===== config.mk =====
export PLATFORM = sky130hd
export DESIGN_NAME = regfile_scoreboard
export DESIGN_NICKNAME = d
export VERILOG_FILES = /design/src/rtl/regfile_scoreboard.sv
export SDC_FILE = /design/constraint.sdc
export NUM_CORES = 2
export LEC_CHECK = 0
export BUFFER_PORTS_ARGS = -buffer_cell sky130_fd_sc_hd__buf_4
export CAP_MARGIN = 15
export CORE_AREA = 3 3 346 348
export CTS_BUF_LIST = sky130_fd_sc_hd__clkbuf_16
export DETAILED_ROUTE_END_ITERATION = 12
export DIE_AREA = 0 0 349 351
export HOLD_SLACK_MARGIN = 0.03
export PLACE_DENSITY_LB_ADDON = 0.1
export SLEW_MARGIN = 10
export SYNTH_ARGS = -nofsm -noshare
export SYNTH_HDL_FRONTEND = slang
export SYNTH_SLANG_ARGS = --single-unit

===== constraint.sdc =====
create_clock -name clk -period 4.81 [get_ports clk]
set_clock_uncertainty 0.05 [all_clocks]
set_input_delay 0.2405 -clock clk [delete_from_list [all_inputs] [get_ports clk]]
set_output_delay 0.2405 -clock clk [all_outputs]
set_load 0.1 [all_outputs]

===== src/rtl/regfile_scoreboard.sv =====
// regfile_scoreboard: parametrised integer register file with two combinational
// read ports, one writeback port, optional same-cycle write-to-read bypass and a
// per-register pending-write scoreboard used by decode for RAW hazard detection.
// Register 0 is hardwired to zero and is never tracked as busy.
module regfile_scoreboard #(
  parameter int XLEN   = 32,
  parameter int AW     = 5,
  parameter int BYPASS = 1
) (
  input  logic            clk,
  input  logic            reset,
  input  logic [AW-1:0]   rs1,
  input  logic [AW-1:0]   rs2,
  output logic [XLEN-1:0] readData1,
  output logic [XLEN-1:0] readData2,
  input  logic            regWrite,
  input  logic [AW-1:0]   rd,
  input  logic [XLEN-1:0] Data,
  input  logic            issue_valid,
  input  logic [AW-1:0]   issue_rd,
  input  logic            flush,
  output logic            busy1,
  output logic            busy2,
  output logic [AW:0]     pending_cnt
);

  localparam int NREG = 2 ** AW;
  localparam int CW   = AW + 1;

  logic [XLEN-1:0] regs_r [NREG];
  logic [NREG-1:0] busy_r;
  logic [NREG-1:0] busy_nxt_s;
  logic [CW-1:0]   cnt_r;
  logic [CW-1:0]   cnt_nxt_s;

  logic set_s;
  logic clr_s;
  logic inc_s;
  logic dec_s;
  logic byp1_s;
  logic byp2_s;

  // Qualified scoreboard events; an issue is dropped while flushing and x0 is never tracked.
  always_comb begin
    set_s = issue_valid && (issue_rd != {AW{1'b0}}) && !flush;
    clr_s = regWrite && (rd != {AW{1'b0}});
    // The count only moves when a bit actually changes; set wins over a same-index clear.
    inc_s = set_s && !busy_r[issue_rd];
    dec_s = clr_s && busy_r[rd] && !(set_s && (issue_rd == rd));
    byp1_s = (BYPASS != 0) && regWrite && (rd == rs1);
    byp2_s = (BYPASS != 0) && regWrite && (rd == rs2);
  end

  // Next busy vector and pending count: flush wipes everything, otherwise clear then set.
  always_comb begin
    busy_nxt_s = busy_r;
    cnt_nxt_s  = cnt_r;
    if (flush) begin
      busy_nxt_s = {NREG{1'b0}};
      cnt_nxt_s  = {CW{1'b0}};
    end else begin
      if (clr_s) begin
        busy_nxt_s[rd] = 1'b0;
      end else begin
        busy_nxt_s = busy_nxt_s;
      end
      if (set_s) begin
        busy_nxt_s[issue_rd] = 1'b1;
      end else begin
        busy_nxt_s = busy_nxt_s;
      end
      cnt_nxt_s = cnt_r + CW'(inc_s) - CW'(dec_s);
    end
    busy_nxt_s[0] = 1'b0;
  end

  // Scoreboard state register.
  always_ff @(posedge clk or negedge reset) begin
    if (!reset) begin
      busy_r <= {NREG{1'b0}};
      cnt_r  <= {CW{1'b0}};
    end else begin
      busy_r <= busy_nxt_s;
      cnt_r  <= cnt_nxt_s;
    end
  end

  // Register array; writes to x0 are discarded so it always reads back as zero.
  always_ff @(posedge clk or negedge reset) begin
    if (!reset) begin
      for (int i = 0; i < NREG; i++) begin
        regs_r[i] <= {XLEN{1'b0}};
      end
    end else if (regWrite && (rd != {AW{1'b0}})) begin
      regs_r[rd] <= Data;
    end
  end

  // Read ports; forced to zero while in reset so a bypassed write cannot leak out.
  always_comb begin
    if (!reset) begin
      readData1 = {XLEN{1'b0}};
    end else if (rs1 == {AW{1'b0}}) begin
      readData1 = {XLEN{1'b0}};
    end else if (byp1_s) begin
      readData1 = Data;
    end else begin
      readData1 = regs_r[rs1];
    end
    if (!reset) begin
      readData2 = {XLEN{1'b0}};
    end else if (rs2 == {AW{1'b0}}) begin
      readData2 = {XLEN{1'b0}};
    end else if (byp2_s) begin
      readData2 = Data;
    end else begin
      readData2 = regs_r[rs2];
    end
  end

  // Hazard outputs: a same-cycle forwarded writeback already satisfies the consumer.
  always_comb begin
    busy1 = (rs1 != {AW{1'b0}}) && busy_r[rs1] && !byp1_s;
    busy2 = (rs2 != {AW{1'b0}}) && busy_r[rs2] && !byp2_s;
  end

  assign pending_cnt = cnt_r;

endmodule


==> results by group <==
Yosys
  • Register area share after synthesis: 0.455
  • Post-synthesis cell area: 58,400 sq um
  • Number of distinct library cells after synthesis: 69
  • Async S/R FF share, synth: 1.00
  • Yosys warnings: 0
  • Most instantiated flip-flop cell in the synthesis netlist: dfrtp_1
  • Mean area per synthesized cell: 14.5 sq um
  • Instance count of the mapped netlist: 4,020
  • Count of state elements after synthesis: 1,061
  • Net count after synthesis: 4,084
  • EDFF count, synth: 0

GRT
  • Largest net degree at the start of global routing: 152
  • GRT Overall Usage: 0.332
  • Via count of the first global-routing pass: 38,964
  • Initial antenna violation count: 8
  • Gr ovfl total: 0
  • Global-route wire length before repair: 292,000 um

Setup path
  • Type of element capturing the critical path: output port
  • CP max FO: 53
  • Signal arrival time at the worst endpoint: 3.77 ns
  • Category of the critical setup timing path: in2out
  • Data required, critical path: 4.52 ns
  • Crit start category: input port

STA
  • Max-slew violations: 0
  • Post-route setup TNS: 0 ns
  • Setup repair after global routing missed its margin: no
  • Final Hold Slack: 0.104 ns
  • Final clock period utilization by the worst path: 0.845
  • Crit path time final: 4.06 ns
  • Count of endpoints failing setup in the final report: 0
  • Highest clock frequency the design can meet: 246 MHz
  • Worst relative slew slack: 0.177
  • Pin slew with the least headroom to its limit: 1.23 ns
  • Final-report hold violation count: 0

CTS
  • Depth of the CTS H-tree: 3
  • Total CTS buffers: 117
  • Clock Path Buffers: 3
  • Root buffer cell: clkbuf_16
  • Total of cells resized after clock tree synthesis: 0
  • Clock tree from TritonCTS: built
  • Clock-pin slew on the worst setup and hold paths: 0.06 ns
  • CTS Sinks: 1,061
  • Insertion delay of the later-clocked pin in the worst-skew pair: 0.73 ns

Placed design
  • Number of input and output port buffers inserted: 128
  • Routability congestion estimate: 0.860
  • HPWL after DPL: 119,000 um

Run status
  • Run status: finished clean

Run
  • Max-Cap Viols: 0

Routing
  • Uppermost layer routed: met5
  • Via count normalized by instance count: 6.97
  • Total number of vias: 39,014
  • DRC violations left: 0
  • Final wirelength: 203,000 um
  • Wire length per cell: 36.4 um
  • Post-DRT Antenna Nets: 0
  • Drt first pass iters: 5
  • DR WL met2: 91,500 um
  • Met3 layer wire length in the routed design: 19,700 um
  • Drt initial violations: 4,756
  • WL met1: 84,300 um

Power
  • Peak supply drop: 0.000300 V
  • Power density over the cells: 412 nW/um^2
  • Cell leakage power: 28.0 nW

Hold path
  • Worst hold path type: in2reg

Die
  • Initial standard-cell utilization of the core: 0.501
  • X dimension of the die: 349 um
  • Area of the core: 117,000 sq um
  • Area of the die: 122,000 sq um
  • Floorplan row count: 125
  • Height of the die: 351 um
  • Boundary pin count: 129

Cells and area
  • Share of layout cells above drive strength 1: 0.474
  • Final layout net count: 4,040
  • Area growth from synthesis to layout: 10.4%
## worst max-delay path, cell delays in order
cell	delay (ns)
buf_8	0.51
buf_4	0.69
mux2i_1	0.20
a22o_1	0.28
a2111oi_2	0.62
nor4_1	0.09
nor3_1	0.63
buf_4	0.42
## where the power goes
| part | internal, W | switching, W | total, W |
|---|---|---|---|
| registers | 0.0106 | 0.00121 | 0.0118 |
| clock network | 0.00501 | 0.00386 | 0.00886 |
| logic | 0.00313 | 0.00277 | 0.00590 |
## area by class of cell
type | count | area, sq um
Fill cell | 9552 | 52100
Multi-Input combinational cell | 2493 | 29600
Sequential cell | 1061 | 26600
Clock buffer | 120 | 3000
Timing Repair Buffer | 288 | 2620
Tap cell | 1524 | 1910
Clock inverter | 93 | 682
Inverter | 15 | 56.3
Antenna cell | 2 | 5.00
## synthesized netlist by cell type, types with 7 or more instances
| cell | n | area (sq um) |
|---|---|---|
| buf_4 | 32 | 240 |
| a221o_1 | 22 | 220 |
| or2_2 | 8 | 50.1 |
| mux2_2 | 975 | 11000 |
| buf_6 | 31 | 349 |
| mux4_2 | 486 | 10900 |
| nor2b_1 | 27 | 169 |
| o21ai_0 | 55 | 275 |
| nand4_1 | 7 | 43.8 |
| nor2_1 | 88 | 330 |
| a21oi_1 | 86 | 430 |
| nor3b_1 | 7 | 52.6 |
| buf_2 | 162 | 811 |
| clkbuf_1 | 192 | 721 |
| a221oi_1 | 40 | 350 |
| o22ai_1 | 58 | 363 |
| nand2b_1 | 14 | 87.6 |
| nor3_1 | 48 | 240 |
| o21ai_1 | 9 | 45.0 |
| buf_1 | 22 | 82.6 |
| mux2i_1 | 180 | 1800 |
| a22o_1 | 11 | 96.3 |
| and2_1 | 8 | 50.1 |
| nand2_1 | 78 | 293 |
| a211oi_1 | 29 | 218 |
| mux2_1 | 30 | 338 |
| inv_1 | 12 | 45.0 |
| xnor2_1 | 15 | 131 |
| buf_12 | 8 | 160 |
| dfrtp_1 | 1061 | 26600 |
| a22oi_1 | 92 | 691 |
| nand3_1 | 16 | 80.1 |
## path summary, 6_finish.rpt
kind / start / end / slack, ns / cells past startpoint
max in group asynchronous: reset / regs_r[423] / 2.12 / 5
setup reg to reg: busy_r[27] / pending_cnt[5] / 1.48 / 12
hold / removal: issue_rd[1] / busy_r[13] / 0.10 / 4
hold reg to reg: regs_r[1017] / regs_r[1017] / 0.34 / 0
min in group asynchronous: reset / pending_cnt[3] / 0.18 / 3
setup / recovery: rs1[0] / readData1[12] / 0.75 / 8
## cell usage in the layout, fill, tap and decap left out, types with 7 or more instances in the layout
master         count
nor3_1            47
nand4_1            7
a22oi_1           92
a211oi_1          29
dlygate4sd3_1     43
mux2i_1          180
or2_2              8
buf_12            24
mux4_2           486
clkinv_1          35
o21ai_0           54
clkinv_2          14
a221o_1           22
nand2b_1          14
nand2_1           58
inv_1             37
mux2_1            30
nor2_4            13
mux2_2           975
buf_4            214
clkbuf_16        120
xnor2_1           15
nand3_1           16
o22ai_1           58
a21oi_1           86
nor2b_1           21
dfrtp_1         1061
o21ai_1           10
bufinv_16         10
a22o_1            11
nand2_4           16
a221oi_1          40
nor2_1            73
and2_1             8
## kinds of logic after synthesis
family / synth area share
multiplexers: 0.414
flip-flops: 0.455
adder cells (fa/ha/maj): 0.00163
XOR/XNOR: 0.00285
buffers and inverters: 0.0425
AND/OR/NAND/NOR: 0.0288
AO/OA/AOI/OAI: 0.0550
## flip-flops by register name (all words and copies together), names as in the netlist
register,cells
regs_r,1024
busy_r,31
pending_cnt,6
## metrics by stage
| step | utilization | cell area (sq um) | worst slack [ns] | total power, W | cells |
|---|---|---|---|---|---|
| 4_1_cts | 0.553 | 64400 | 0.670 | 0.0266 | 5594 |
| 6_report | 0.553 | 64400 | 0.745 | 0.0265 | 5596 |
| 2_1_floorplan | - | 58400 | 0.268 | 0.0160 | 4020 |
| 5_1_grt | 0.553 | 64400 | 0.654 | 0.0275 | 5594 |
| 3_5_place_dp | 0.517 | 60300 | 0.708 | 0.0177 | 5337 |
| 3_3_place_gp | 0.517 | 60300 | 0.722 | 0.0176 | 5336 |
## metal layers
metal,global-route usage,vias to the layer above
met4,0.122,2
met2,0.498,1955
met5,0.00589,-
met1,0.473,21148
met3,0.0785,418
li1,-,15491
## repair_timing
item	CTS	global route
endpoints found under the hold margin	1227	0
setup buffers	0	0
hold buffers	44	0
(Power assumes the default switching activity.)
